$ cat config.mk
export PLATFORM = sky130hd
export DESIGN_NAME = pipe_stage_regs
export DESIGN_NICKNAME = d
export VERILOG_FILES = /design/src/rtl/pipe_pkg.sv /design/src/rtl/pipe_reg.sv /design/src/rtl/pipe_stage_regs.sv
export SDC_FILE = /design/constraint.sdc
export NUM_CORES = 1
export LEC_CHECK = 0
export ABC_AREA = 1
export BUFFER_PORTS_ARGS = -buffer_cell sky130_fd_sc_hd__buf_2
export CORE_AREA = 2 2 414 416
export DETAILED_ROUTE_END_ITERATION = 8
export DIE_AREA = 0 0 416 418
export REMOVE_ABC_BUFFERS = 1
export SYNTH_ARGS = -nofsm -noshare
export SYNTH_HDL_FRONTEND = slang
export SYNTH_SLANG_ARGS = --single-unit
export TNS_END_PERCENT = 20
$ cat constraint.sdc
create_clock -name clk -period 1.7 [get_ports clk]
set_clock_uncertainty 0.15 [all_clocks]
set_input_delay 0.085 -clock clk [delete_from_list [all_inputs] [get_ports clk]]
set_output_delay 0.085 -clock clk [all_outputs]
set_load 0.05 [all_outputs]
$ cat src/rtl/pipe_pkg.sv
// Shared types for the RV32I pipeline-register bank.
// Stage bundles, bubble constants and the NOP encoding.
package pipe_pkg;

  localparam int PIPE_XLEN = 32;

  localparam logic [31:0] NOP_INSTR = 32'h0000_0013;

  typedef struct packed {
    logic       reg_write;
    logic [1:0] result_src;
    logic       mem_write;
    logic       jump;
    logic       branch;
    logic       alu_src;
    logic [2:0] alu_control;
  } ctrl_t;

  localparam ctrl_t CTRL_BUBBLE = '0;

  typedef struct packed {
    logic [PIPE_XLEN-1:0] rd1;
    logic [PIPE_XLEN-1:0] rd2;
    logic [PIPE_XLEN-1:0] imm_ext;
    logic [PIPE_XLEN-1:0] pc;
    logic [PIPE_XLEN-1:0] pc_plus4;
  } idex_t;

  typedef struct packed {
    logic [PIPE_XLEN-1:0] alu_result;
    logic [PIPE_XLEN-1:0] write_data;
    logic [PIPE_XLEN-1:0] pc_plus4;
  } exmem_t;

  typedef struct packed {
    logic [PIPE_XLEN-1:0] alu_result;
    logic [PIPE_XLEN-1:0] read_data;
    logic [PIPE_XLEN-1:0] pc_plus4;
  } memwb_t;

  typedef struct packed {
    logic                 valid;
    logic [31:0]          instr;
    logic [PIPE_XLEN-1:0] pc;
    logic [PIPE_XLEN-1:0] pc_plus4;
  } if_id_t;

  typedef struct packed {
    logic       valid;
    ctrl_t      ctrl;
    idex_t      data;
    logic [4:0] rs1;
    logic [4:0] rs2;
    logic [4:0] rd;
  } id_ex_t;

  typedef struct packed {
    logic       valid;
    ctrl_t      ctrl;
    exmem_t     data;
    logic [4:0] rd;
  } ex_mem_t;

  typedef struct packed {
    logic       valid;
    ctrl_t      ctrl;
    memwb_t     data;
    logic [4:0] rd;
  } mem_wb_t;

  localparam if_id_t IF_ID_BUBBLE = '{
    valid:    1'b0,
    instr:    NOP_INSTR,
    pc:       '0,
    pc_plus4: '0
  };

endpackage

$ cat src/rtl/pipe_reg.sv
// Generic stage register with clear-over-enable priority.
// Clear loads RST_VAL; enable low holds the current contents.
module pipe_reg #(
  parameter int               WIDTH   = 32,
  parameter logic [WIDTH-1:0] RST_VAL = '0
) (
  input  logic             clk,
  input  logic             clr,
  input  logic             en,
  input  logic [WIDTH-1:0] d,
  output logic [WIDTH-1:0] q
);

  always_ff @(posedge clk) begin
    if (clr) begin
      q <= RST_VAL;
    end else if (en) begin
      q <= d;
    end
  end

endmodule

$ cat src/rtl/pipe_stage_regs.sv
// PC, IF/ID, ID/EX, EX/MEM and MEM/WB registers of the RV32I core.
// Define PIPE_PERF_CNT_EN to build the stall/flush/retire counters.
module pipe_stage_regs
  import pipe_pkg::*;
#(
  parameter int              XLEN     = 32,
  parameter logic [XLEN-1:0] RESET_PC = 32'h0000_0000
) (
  input  logic            clk,
  input  logic            reset,
  input  logic [XLEN-1:0] PCNextF,
  input  logic [31:0]     InstrF,
  input  logic            StallF,
  input  logic            StallD,
  input  logic            FlushD,
  input  logic            FlushE,
  input  ctrl_t           CtrlD,
  input  idex_t           DataD,
  input  exmem_t          DataE,
  input  logic [XLEN-1:0] ReadDataM,
  output logic [XLEN-1:0] PCF,
  output logic [31:0]     InstrD,
  output logic [XLEN-1:0] PCD,
  output logic [XLEN-1:0] PCPlus4D,
  output logic [4:0]      Rs1D,
  output logic [4:0]      Rs2D,
  output logic [4:0]      RdD,
  output ctrl_t           CtrlE,
  output idex_t           DataE_q,
  output ctrl_t           CtrlM,
  output exmem_t          DataM,
  output ctrl_t           CtrlW,
  output memwb_t          DataW,
  output logic [4:0]      Rs1E,
  output logic [4:0]      Rs2E,
  output logic [4:0]      RdE,
  output logic [4:0]      RdM,
  output logic [4:0]      RdW,
  output logic            RegWriteM,
  output logic            RegWriteW,
  output logic            ResultSrcE0,
  output logic            ValidD,
  output logic            ValidE,
  output logic            ValidM,
  output logic            ValidW,
  output logic [31:0]     PerfCycles,
  output logic [31:0]     PerfStalls,
  output logic [31:0]     PerfFlushes,
  output logic [31:0]     PerfRetired
);

  if_id_t  ifid_d,  ifid_q;
  id_ex_t  idex_d,  idex_q;
  ex_mem_t exmem_d, exmem_q;
  mem_wb_t memwb_d, memwb_q;

  pipe_reg #(
    .WIDTH   (XLEN),
    .RST_VAL (RESET_PC)
  ) u_pc (
    .clk (clk),
    .clr (reset),
    .en  (~StallF),
    .d   (PCNextF),
    .q   (PCF)
  );

  assign ifid_d = '{
    valid:    1'b1,
    instr:    InstrF,
    pc:       PCF,
    pc_plus4: PCF + XLEN'(4)
  };

  pipe_reg #(
    .WIDTH   ($bits(if_id_t)),
    .RST_VAL (IF_ID_BUBBLE)
  ) u_if_id (
    .clk (clk),
    .clr (reset | FlushD),
    .en  (~StallD),
    .d   (ifid_d),
    .q   (ifid_q)
  );

  assign InstrD   = ifid_q.instr;
  assign PCD      = ifid_q.pc;
  assign PCPlus4D = ifid_q.pc_plus4;
  assign ValidD   = ifid_q.valid;
  assign Rs1D     = ifid_q.instr[19:15];
  assign Rs2D     = ifid_q.instr[24:20];
  assign RdD      = ifid_q.instr[11:7];

  // Load-use stalls arrive here as FlushE, so ID/EX never holds.
  assign idex_d = '{
    valid: ValidD,
    ctrl:  CtrlD,
    data:  DataD,
    rs1:   Rs1D,
    rs2:   Rs2D,
    rd:    RdD
  };

  pipe_reg #(
    .WIDTH   ($bits(id_ex_t)),
    .RST_VAL ('0)
  ) u_id_ex (
    .clk (clk),
    .clr (reset | FlushE),
    .en  (1'b1),
    .d   (idex_d),
    .q   (idex_q)
  );

  assign CtrlE       = idex_q.ctrl;
  assign DataE_q     = idex_q.data;
  assign Rs1E        = idex_q.rs1;
  assign Rs2E        = idex_q.rs2;
  assign RdE         = idex_q.rd;
  assign ValidE      = idex_q.valid;
  assign ResultSrcE0 = idex_q.ctrl.result_src[0];

  assign exmem_d = '{
    valid: idex_q.valid,
    ctrl:  idex_q.ctrl,
    data:  DataE,
    rd:    idex_q.rd
  };

  pipe_reg #(
    .WIDTH   ($bits(ex_mem_t)),
    .RST_VAL ('0)
  ) u_ex_mem (
    .clk (clk),
    .clr (reset),
    .en  (1'b1),
    .d   (exmem_d),
    .q   (exmem_q)
  );

  assign CtrlM     = exmem_q.ctrl;
  assign DataM     = exmem_q.data;
  assign RdM       = exmem_q.rd;
  assign ValidM    = exmem_q.valid;
  assign RegWriteM = exmem_q.ctrl.reg_write;

  assign memwb_d = '{
    valid: exmem_q.valid,
    ctrl:  exmem_q.ctrl,
    data:  '{
      alu_result: exmem_q.data.alu_result,
      read_data:  ReadDataM,
      pc_plus4:   exmem_q.data.pc_plus4
    },
    rd:    exmem_q.rd
  };

  pipe_reg #(
    .WIDTH   ($bits(mem_wb_t)),
    .RST_VAL ('0)
  ) u_mem_wb (
    .clk (clk),
    .clr (reset),
    .en  (1'b1),
    .d   (memwb_d),
    .q   (memwb_q)
  );

  assign CtrlW     = memwb_q.ctrl;
  assign DataW     = memwb_q.data;
  assign RdW       = memwb_q.rd;
  assign ValidW    = memwb_q.valid;
  assign RegWriteW = memwb_q.ctrl.reg_write;

`ifdef PIPE_PERF_CNT_EN
  logic [31:0] perf_cycles_q;
  logic [31:0] perf_stalls_q;
  logic [31:0] perf_flushes_q;
  logic [31:0] perf_retired_q;

  // A cycle flushing both D and E still counts as one flush event.
  always_ff @(posedge clk) begin
    if (reset) begin
      perf_cycles_q  <= '0;
      perf_stalls_q  <= '0;
      perf_flushes_q <= '0;
      perf_retired_q <= '0;
    end else begin
      perf_cycles_q <= perf_cycles_q + 32'd1;
      if (StallD) begin
        perf_stalls_q <= perf_stalls_q + 32'd1;
      end
      if (FlushD | FlushE) begin
        perf_flushes_q <= perf_flushes_q + 32'd1;
      end
      if (ValidW) begin
        perf_retired_q <= perf_retired_q + 32'd1;
      end
    end
  end

  assign PerfCycles  = perf_cycles_q;
  assign PerfStalls  = perf_stalls_q;
  assign PerfFlushes = perf_flushes_q;
  assign PerfRetired = perf_retired_q;
`else
  assign PerfCycles  = '0;
  assign PerfStalls  = '0;
  assign PerfFlushes = '0;
  assign PerfRetired = '0;
`endif

endmodule

==> run summary, run 1 <==
The detailed-route via count came out at 20894. TritonCTS built the clock tree. For the initial antenna violation count, the log shows 35. The Yosys step of the flow raised 0 warnings. Once layout is complete, the cells apart from fillers number 6346. STA puts the critical path data arrival time at 2.13 ns.

The die is 416 um wide. For the final routed DRC violation total, the log shows 0. Global routing used 11.7% of the available tracks. The final number of hold-violating endpoints came out at 0.

Counting flops with a built-in enable in the synthesized netlist gives 0. The tools report the number of cells in the design after placement as 5253. Largest voltage drop on the vdd net: 0.726 mV. For this block, the routed nets add up to 108000 um of wire. 1053 I/O pins were placed. The flow ran to the end, but the final reports show violations. Once placement finished, the instance area stood at 25000 um^2. Via count of the first global-routing pass: 21721. Setup repair after global routing could not meet its margin everywhere. The part of the Yosys area used for sequential elements came out at 59.8%. Ranked by total cell area, the synthesized netlist is headed by sky130_fd_sc_hd__dfxtp_1, sky130_fd_sc_hd__nor2_1, sky130_fd_sc_hd__inv_1. In this run the tightest slew margin relative to its limit is 30.2%. The top metal layer carrying routed signals was met5. In the synthesized netlist the dominant register cell turns out to be sky130_fd_sc_hd__dfxtp_1. TritonCTS created 67 clock buffers.

The half-perimeter wire length after detailed placement was 74600 um. The first global-routing pass estimated 147000 um of wire. In this run the number of H-tree levels came out at 3.

sky130_fd_sc_hd__dfxtp_1 is the most common cell in the netlist. The smallest clock period supported by the final layout is computed as 1.73 ns. The most area-hungry cell type in the Yosys netlist is sky130_fd_sc_hd__dfxtp_1. The checks that failed: negative setup slack.

STA puts the critical path data required time at 2.10 ns. Setup slack on the worst flop-to-flop path: 0.06 ns. The net count reported at finish was 4421. In the synthesized netlist the async set-or-reset flop fraction comes to 0%. Synthesis handed over a netlist of 2162 instances.

Clock root buffer: sky130_fd_sc_hd__clkbuf_16. The finished cells cover 37400 um^2. Before antenna repair, the detailed router went through 5 iterations. By startpoint and endpoint, the worst setup path is classified as primary input to flip-flop. The routed design uses 53100 um of met2 wire.

The region available for standard cell placement spans 169000 um^2. The average instance in the mapped netlist occupies 8.32 um^2. The floorplan die height came out at 418 um. The tools report the capturing element type of the critical path as a flip-flop. Global routing finished with a remaining overflow of 0. For the final weighted congestion in routability-driven placement, the log shows 0.903. The highest net fanout along the worst path was 1.

The worst min-delay path category was primary input to flip-flop. For this run, the top clock speed supported by timing is 0.577 GHz. The cell row count was 151.

The proportion of layout cells with a drive suffix above 1 came out at 28.5%. The floorplan step defined a die boundary enclosing 174000 um^2. The clock slew at the register clock pins of the worst setup and hold paths is 0.06 ns. The tools report the kind of launch point of the worst setup path as a primary input. For the final routed database, the setup TNS stands at -0.100 ns. In this run the static leakage power is 19.0 nW.

The initial utilization of the core area, before any placement, comes to 10.6%. After detailed routing, the average wire length per cell comes to 17.0 um. The register area came out at 10800 um^2.

Slew at the pin with the worst max-slew slack: 1.05 ns. The max-capacitance violation count was 0; the area used by multi-input combinational logic was 4260 um^2. The worst path uses 102% of the clock period.

For the number of design-rule violations left by the first detailed-router iteration, the log shows 1195. After detailed routing, the wire length on met1 is 41600 um. After filler insertion, the fill cell instance count of the layout stands at 18164. After detailed routing, the number of vias per cell comes to 3.29. The tools report the total power as 35.9 mW. The max-slew violation count was 0; the largest buffer count on any clock path was 3.

The layout overhead on the synthesized area works out to 108%. The commonest cells after synthesis are sky130_fd_sc_hd__dfxtp_1, sky130_fd_sc_hd__nor2_1, sky130_fd_sc_hd__inv_1, sky130_fd_sc_hd__buf_4, sky130_fd_sc_hd__nand2_1. The worst slack after detailed placement was 0.0407 ns; the worst hold-check slack was 0.0345 ns.

Maximum number of pins on one net before global-route repair: 58. The clock net sink count is 537. For this design the ratio of total power to cell area is 960 nW/um^2. The number of flip-flops and latches in the synthesized netlist is 537.

The residual antenna-violating net count after detailed routing is 0. The area share of the largest cell type after synthesis is 59.8%, and the cell area after technology mapping is 18000 um^2. The final worst slack was -0.0325 ns; the count of port buffers added during placement was 924.

The final core utilization is 22.1%, and the final number of setup-violating endpoints is 6. In the detailed route, the total length drawn on met3 is 8290 um. The insertion delay to the later sink of the worst-skew pair is 0.67 ns, and the number of distinct library cells after synthesis is 28.
[routing by layer]
layer  GRT usage (%)  up-vias
met5               0        -
met4            5.73        4
met3            3.66      279
met2            20.2      987
met1            12.9     9861
li1                -     9763
[power by group]
part | leakage (nW) | switching, mW | internal (mW)
Sequential | 4.43 | 0.295 | 13.1
Clock | 1.15 | 6.32 | 9.01
Combinational | 13.4 | 4.56 | 2.58
Total | 19.0 | 11.2 | 24.7
[logic make-up (layout without fill, tap and decap cells)]
logic type | Yosys count | after routing | share of synthesized area [%]
buf+inv | 733 | 2548 | 19.4
other cells | 1 | 152 | 0.0209
xor+xnor | 8 | 8 | 0.390
simple gates | 697 | 697 | 15.2
compound gates | 185 | 185 | 5.22
fa+ha+maj | 1 | 1 | 0.0696
flops | 537 | 537 | 59.8
[path summary, 6_finish.rpt]
path	startpoint	endpoint	depth (start not counted)
min	StallD	u_if_id.q[33]	6
min reg2reg	u_id_ex.q[181]	u_ex_mem.q[107]	2
max reg2reg	u_pc.q[12]	u_pc.q[12]	5
max	PCNextF[30]	u_pc.q[30]	6
[timing repair]
action / 4_1_cts / 5_1_grt
endpoints found under the setup margin: 75 / 53
cloned: 0 / 3
buffers inserted: 0 / 6
pin swaps: 0 / 3
gates resized for setup: 122 / 27
hold endpoints to repair: 494 / 22
hold buffers: 938 / 3
[final cells by class]
cell class,count,area share (%)
inverters,468,4.71
flip-flops and latches,537,28.8
repair buffers,1959,41.1
clock buffers,89,5.00
well taps,2218,7.43
diodes,24,0.161
multi-input cells,1019,11.4
clock inverters,32,1.34
[sequential cells by signal, indices dropped and copies added, names as in the netlist]
| signal | count |
|---|---|
| u_ex_mem.q | 112 |
| u_pc.q | 32 |
| u_mem_wb.q | 112 |
| u_if_id.q | 95 |
| u_id_ex.q | 186 |
[cell usage in the layout (no fill, tap or decap), types with 2 or more instances in the layout]
cell type	Yosys	final
sky130_fd_sc_hd__dlygate4sd3_1	0	930
sky130_fd_sc_hd__buf_2	30	847
sky130_fd_sc_hd__dfxtp_1	537	521
sky130_fd_sc_hd__nor2_1	520	516
sky130_fd_sc_hd__inv_1	466	465
sky130_fd_sc_hd__nand2_1	132	132
sky130_fd_sc_hd__conb_1	1	128
sky130_fd_sc_hd__buf_4	180	121
sky130_fd_sc_hd__a21oi_1	91	91
sky130_fd_sc_hd__o21ai_0	86	78
sky130_fd_sc_hd__clkbuf_16	0	70
sky130_fd_sc_hd__nand3_1	30	29
sky130_fd_sc_hd__buf_6	2	29
sky130_fd_sc_hd__diode_2	0	24
sky130_fd_sc_hd__buf_12	0	20
sky130_fd_sc_hd__dfxtp_2	0	14
sky130_fd_sc_hd__o21ai_1	3	11
sky130_fd_sc_hd__clkbuf_1	47	11
sky130_fd_sc_hd__clkbuf_8	0	11
sky130_fd_sc_hd__clkinv_2	0	8
sky130_fd_sc_hd__bufinv_16	0	7
sky130_fd_sc_hd__xor2_1	6	6
sky130_fd_sc_hd__dlymetal6s4s_1	0	6
sky130_fd_sc_hd__a211oi_1	5	5
sky130_fd_sc_hd__nor2_2	2	5
sky130_fd_sc_hd__nor2_4	3	4
sky130_fd_sc_hd__clkinvlp_4	0	4
sky130_fd_sc_hd__nand2_2	3	3
sky130_fd_sc_hd__inv_16	0	3
sky130_fd_sc_hd__clkinv_16	0	3
sky130_fd_sc_hd__inv_8	0	3
sky130_fd_sc_hd__buf_8	0	3
sky130_fd_sc_hd__inv_2	2	2
sky130_fd_sc_hd__nand3b_1	2	2
sky130_fd_sc_hd__xnor2_1	2	2
sky130_fd_sc_hd__clkinv_4	0	2
sky130_fd_sc_hd__inv_6	0	2
sky130_fd_sc_hd__dfxtp_4	0	2
[worst max-delay path: stages]
cell                            delay [ns]
sky130_fd_sc_hd__dlygate4sd3_1        0.54
sky130_fd_sc_hd__buf_2                0.12
sky130_fd_sc_hd__o21ai_0              0.15
sky130_fd_sc_hd__dlygate4sd3_1        0.60
sky130_fd_sc_hd__a21oi_1              0.05
sky130_fd_sc_hd__dlygate4sd3_1        0.58
No activity file was read; power rests on OpenSTA's default activity.
==> inputs of run 2 (changes only) <==
==> constraint.sdc (replaced) <==
create_clock -name clk -period 1.6 [get_ports clk]
set_clock_uncertainty 0.15 [all_clocks]
set_input_delay 0.08 -clock clk [delete_from_list [all_inputs] [get_ports clk]]
set_output_delay 0.08 -clock clk [all_outputs]
set_load 0.05 [all_outputs]
==> run 2 against run 1 <==
- the flow finishes with violations (design-rule violations, negative setup slack)
- setup slack worse by 0.018 ns
- first-iteration DRC count fell by 18%
- design area is 3.0% higher
- non-clock buffer count grew 32
- hold slack worse by 0.020 ns
- count of clock-buffer cells in the layout down 4
- global-route usage increased by 0.23 points
- critical path depth increased by 1
- die area unchanged
- via count increased by 1.0%
- clock power up 8%
- critical endpoint is now u_id_ex.q[144]
- largest cell class unchanged
==> run summary, run 2 (synthesized netlist as in run 1, its figures left out) <==
CTS built an H-tree with a depth of 3. From synthesis to final layout, the design area changed by 114%. The floorplan step defined a die boundary enclosing 174000 um^2. Starting density of the core: 10.6%. The insertion delay to the later sink of the worst-skew pair came out at 0.68 ns. The logs give 19.4 nW for the static power due to leakage and 0.03 ns for the setup slack on the worst flop-to-flop path. Setup repair after global routing could not meet its margin everywhere. The number of design-rule violations left by the first detailed-router iteration was 984; the met1 track demand over resource in global routing was 13.7%. For this run, design rule violations remaining after detail routing come to 4.

The register with the most flip-flops in the layout has 186 of them. The run gives 0 as the final number of hold-violating endpoints. The library cell used most frequently in the layout, excluding fill and tap cells, is sky130_fd_sc_hd__dlygate4sd3_1.

The die boundary width is 416 um. Clock net sink count: 537. The start point of the worst hold path was StallD. The first-pass detailed-route iteration total came out at 9. The launch point of the worst reg-to-reg path is u_pc.q[10]. The worst pin sits at a relative slew slack of 38.8%. The setup path with the least slack is of type primary input to flip-flop.

The proportion of layout cells with a drive suffix above 1 is 30.3%. Across every metal layer, demand over resource in global routing totals 11.9%. TritonCTS built the clock tree.

Max-slew violation count: 0. The largest buffer count on any clock path was 3. The checks that failed: design-rule violations, negative setup slack. The worst setup path is launched from a primary input.

For the final number of setup-violating endpoints, the log shows 37. The final core utilization was 22.8%. The library cells used most frequently in the layout, excluding fill and tap cells, are sky130_fd_sc_hd__dlygate4sd3_1, sky130_fd_sc_hd__buf_2, sky130_fd_sc_hd__nor2_1, sky130_fd_sc_hd__dfxtp_1, sky130_fd_sc_hd__inv_1. Floorplan die height: 418 um. The largest voltage drop on the vdd net was 0.745 mV; the worst slack after detailed placement was -0.0377 ns. The total wire length was 109000 um; the residual antenna-violating net count after detailed routing was 0. The tree is rooted in a sky130_fd_sc_hd__clkbuf_16. At the worst endpoint, the required time is 2.06 ns.

The routed layout has 21105 vias. The floorplan step defined a core boundary enclosing 169000 um^2. The largest registers in the layout are u_id_ex.q: 186 flops, u_ex_mem.q: 112 flops, u_mem_wb.q: 112 flops. Total congestion overflow after global routing: 0. The count of pins on the block boundary came out at 1053.

The count of buffers added on input and output ports is 924. The logs give 3.05% for the global-route met3 utilization and 0.606 GHz for the highest attainable clock frequency. The average vias per placed instance was 3.31; the number of cells in the design after placement was 5274. The tools report the initial antenna violation count as 36. The capturing element type of the critical path is a flip-flop. The via count of the first global-routing pass was 21910; the power per cell area was 1010 nW/um^2. Detailed placement finished with a half-perimeter wire length of 76000 um. The signal arrival time at the worst endpoint is 2.11 ns.

Dividing the final minimum period by the clock period gives 103%. The worst min-delay path category was primary input to flip-flop. After the flow finishes, the layout carries non-filler instances totaling 6379.

The number of cells traversed by the worst register-to-register path is 10, and the total CTS buffers is 67. The global-route met2 utilization is 20.4%. The global routing stage identified its most utilized layer as met2. The highest net fanout along the worst path was 33. Routability-driven placement finished with a final weighted congestion of 0.916.

After the last flow step, the layout net total stands at 4453. Dividing the detail-routed wire length by the instance count gives 17.1 um. The clock slew at the register clock pins of the worst setup and hold paths works out to 0.06 ns. Ranked by flip-flop count, first place goes to u_id_ex.q. The slew at the pin with the worst max-slew slack was 0.915 ns; the total power was 38.7 mW.

The final worst slack was -0.0505 ns. The flow ran to the end, but the final reports show violations. Counting instances, the worst hold path has a depth of 6. The first global-routing pass estimated 151000 um of wire.

The routed design could run at a clock period as short as 1.65 ns. The most critical setup path has its startpoint at FlushE. Entering global routing, the biggest net connects 50 pins.

Across the run, the number of max-cap violations was 0. The cell row count came out at 151.
run 2: where the power goes:
| part | switching [mW] | total (mW) | internal [mW] | leakage, nW |
|---|---|---|---|---|
| Sequential | 0.344 | 14.3 | 14.0 | 4.44 |
| Clock | 6.65 | 16.6 | 9.97 | 1.15 |
| Combinational | 4.88 | 7.81 | 2.94 | 13.8 |
| Total | 11.9 | 38.7 | 26.9 | 19.4 |
run 2: repair_timing:
action | CTS | global route
setup endpoints to repair | 177 | 111
gates cloned | 0 | 0
gates resized for setup | 348 | 103
buffers inserted | 8 | 4
pin swaps | 0 | 11
hold endpoints to repair | 490 | 2
hold buffers | 954 | 1
run 2: final timing paths:
path	end
min	u_if_id.q[19]
max	u_id_ex.q[144]
max reg2reg	u_if_id.q[30]
min reg2reg	u_mem_wb.q[107]
run 2: area by class of cell:
type,instances,area (um^2)
fill,18090,131000
clock buffer,85,1820
inverter,468,1760
multi-input combinational,1019,4370
timing repair buffer,1991,16300
antenna,24,60.1
sequential,537,10800
clock inverter,37,569
tap,2218,2780
run 2: worst max-delay path, stage by stage:
cell and delay (ns):
sky130_fd_sc_hd__dlygate4sd3_1 0.53, sky130_fd_sc_hd__buf_2 0.14, sky130_fd_sc_hd__or2_4 0.28, sky130_fd_sc_hd__buf_12 0.18, sky130_fd_sc_hd__buf_12 0.18, sky130_fd_sc_hd__nor2_2 0.09, sky130_fd_sc_hd__dlygate4sd3_1 0.58
run 2: per-layer routing:
| metal | up-vias | part of all wire, % |
|---|---|---|
| met5 | - | 0.010 |
| met4 | 2 | 5.1 |
| li1 | 9829 | - |
| met1 | 10020 | 40 |
| met2 | 968 | 49 |
| met3 | 286 | 6.4 |
run 2: through the flow:
| stage | TNS [ns] | area (um^2) | hold WS [ns] |
|---|---|---|---|
| after global placement | -0.0349 | 25200 | 0.129 |
| after floorplan | -399.88 | 16700 | 0.00118 |
| after CTS | -0.435 | 38200 | 0.00600 |
| after global routing | -0.552 | 38500 | 0.0430 |
| after detailed placement | -0.0649 | 25200 | 0.136 |
| final | -0.635 | 38500 | 0.0142 |
==> inputs of run 3 (changes only) <==
==> constraint.sdc (replaced) <==
create_clock -name clk -period 1.6 [get_ports clk]
set_clock_uncertainty 0.15 [all_clocks]
set_input_delay 0 -clock clk [delete_from_list [all_inputs] [get_ports clk]]
set_output_delay 0 -clock clk [all_outputs]
set_load 0.05 [all_outputs]
==> run 3 against run 2 <==
- count of clock-buffer cells in the layout up 1
- highest routed layer unchanged
- utilization rose by 0.20 points
- the flow finishes with violations (negative hold slack, negative setup slack)
- sequential share of layout area fell by 0.37 points
- die area did not move
- first-iteration DRC count up 19%
- design area grew 0.86%
- via count grew 2.2%
- hold slack got worse by 0.37 ns
- sequential cell count did not move
- combinational power grew 0.9%
- sequential power is essentially flat
==> run summary, run 3 (synthesized netlist as in run 1, its figures left out) <==
The flow ran to the end, but the final reports show violations. The checks that failed: negative hold slack, negative setup slack. The final weighted congestion in routability-driven placement is 0.920. Along the worst hold path, the cell count comes to 3.

At the later pin of the worst-skew pair, clock insertion delay measures 0.67 ns. The starting density of the core was 10.6%; the area inside the core boundary was 169000 um^2. For the worst setup path, the data arrival time is 2.07 ns. Clock-pin slew was measured on the worst setup and hold paths at 0.06 ns. During I/O placement, the number of pins put on the boundary was 1053. For this run, the share of the core covered by cells in the final layout is 23.0%. The most critical setup path has its startpoint at DataD[65].

The detailed route wirelength on metal2 came out at 54800 um. The die covers 174000 um^2. The routed design could run at a clock period as short as 1.67 ns. For the area used by multi-input combinational logic, the log shows 4330 um^2.

In the final routed layout, each cell accounts on average for 17.0 um. Counting tap cells, the placed design contains a total of 5259 instances. The tools report the kind of launch point of the worst setup path as a primary input. The tool flagged a number of max-cap violations equal to 0.

Dividing total power by cell area gives a power density of 983 nW/um^2. For the pin with the worst max-slew slack, the measured transition is 0.997 ns. The run gives -0.356 ns as the worst hold-check slack. TritonCTS built the clock tree.

Measured against its own limit, the worst slew margin works out to 33.3%. Counting the fill cells in the layout gives 17972. For the final worst slack, the log shows -0.0686 ns. Of the cells placed in the final design, the portion with a size suffix greater than 1 is 28.3%. The worst setup path is of the primary input to flip-flop kind.

The static power due to leakage came out at 19.7 nW. After detailed routing, the wire length on met1 is 42200 um. The average vias per placed instance works out to 3.33.

Cell row count: 151. In this run the number of H-tree levels came out at 3. Setup violations remaining at the end of the flow were counted as 21.

After detailed routing, no signal wire sits above met5. The residual antenna-violating net count after detailed routing was 0; the count of port buffers added during placement was 924. The worst min-delay path category was primary input to flip-flop. STA puts the critical path data required time at 2.01 ns.

u_id_ex.q holds more flip-flops than any other register. The logs give 0.599 GHz for the highest attainable clock frequency and 22458 for the via count of the first global-routing pass. Excluding fillers, the count of instances in the completed layout stands at 6470. Total CTS buffers: 66.

The net count reported at finish was 4553; the highest net fanout along the worst path was 1. The logs give 0 for the max-slew violation count and 45 for the maximum number of pins on one net before global-route repair. The final cycle utilization of the critical path was 104%; the die boundary width was 416 um. The capturing element type of the critical path was a flip-flop.

Setup repair after global routing could not meet its margin everywhere. The half-perimeter wire length after detailed placement was 75800 um. The worst-case IR drop observed on VDD is 0.855 mV. The largest buffer count on any clock path is 3, and the final number of hold-violating endpoints is 10. After detailed routing, the number of remaining DRC violations is 0. In the final layout, the registers with the most flip-flops are u_id_ex.q: 186 flops, u_ex_mem.q: 112 flops, u_mem_wb.q: 112 flops. The register area was 10800 um^2. The tree is rooted in a sky130_fd_sc_hd__clkbuf_16. In the layout the commonest cells are sky130_fd_sc_hd__dlygate4sd3_1, sky130_fd_sc_hd__buf_2, sky130_fd_sc_hd__dfxtp_1, sky130_fd_sc_hd__nor2_1, sky130_fd_sc_hd__inv_1.

Wires add up to 110000 um. The worst hold path begins at StallD. In the global route stage, overall resource usage came out at 12.0%. The first global-routing pass estimated 153000 um of wire. The register with the most flip-flops in the layout has 186 of them.

Summed over all layers, the global routing overflow is 0. For this block, the via count after detailed routing is 21563. The initial antenna violation count is 33. Detailed routing placed a total of 7970 um of wire on met3. Commonest non-fill, non-tap cell in the layout: sky130_fd_sc_hd__dlygate4sd3_1.

The startpoint identified for the worst register-to-register timing path is u_pc.q[2]. From bottom edge to top edge, the die measures 418 um. The number of cells traversed by the worst register-to-register path was 10; the number of design-rule violations left by the first detailed-router iteration was 1174. The first-pass detailed-route iteration total is 5, and the layout overhead on the synthesized area is 116%. Clock net sink count: 537.
-- run 3: worst max-delay path: stages --
cell and delay, ns:
sky130_fd_sc_hd__dlygate4sd3_1 0.54, sky130_fd_sc_hd__buf_2 0.13, sky130_fd_sc_hd__dlygate4sd3_1 0.56, sky130_fd_sc_hd__inv_1 0.20, sky130_fd_sc_hd__nor2_1 0.07, sky130_fd_sc_hd__dlygate4sd3_1 0.57
-- run 3: power breakdown --
group          switching, mW  internal (mW)  leakage (nW)
Combinational           4.90           2.98          14.1
Clock                   6.67           9.35          1.12
Sequential             0.318           14.0          4.43
-- run 3: layout make-up --
type / count / area share [%]
inverters: 468 / 4.54
flip-flops and latches: 537 / 27.8
repair buffers: 2092 / 43.3
clock buffers: 86 / 4.68
well taps: 2218 / 7.15
clock inverters: 30 / 1.26
diodes: 20 / 0.129
multi-input cells: 1019 / 11.2
-- run 3: final timing paths --
path	to	slack (ns)
min reg2reg	u_mem_wb.q[109]	0.26
max reg2reg	u_if_id.q[27]	0.02
min	u_if_id.q[12]	-0.36
max	u_id_ex.q[80]	-0.07
-- run 3: timing repair --
| item | in CTS | in global routing |
|---|---|---|
| hold buffers | 1066 | 2 |
| endpoints found under the hold margin | 535 | 12 |
| buffers inserted | 1 | 6 |
| gates resized for setup | 180 | 57 |
| pin swaps | 0 | 8 |
| setup endpoints to repair | 95 | 70 |
-- run 3: per-stage QoR --
step                      instance area [um^2]  setup TNS [ns]  power [mW]  worst slack [ns]
final                                    38800          -0.482        38.2           -0.0686
after global routing                     38800          -0.593        39.6            -0.104
after CTS                                38600         -0.0143        38.5          -0.00594
after detailed placement                 25000         -0.0424        20.1           -0.0367
after global placement                   25000               0        20.0           0.00402
after floorplan                          16700         -378.20        17.9             -1.79
-- run 3: metal layers --
metal / GRT usage (%) / vias to the layer above
met5: 0 / -
met4: 5.96 / 6
met3: 3.63 / 309
met2: 20.9 / 956
met1: 13.2 / 10272
li1: - / 10020
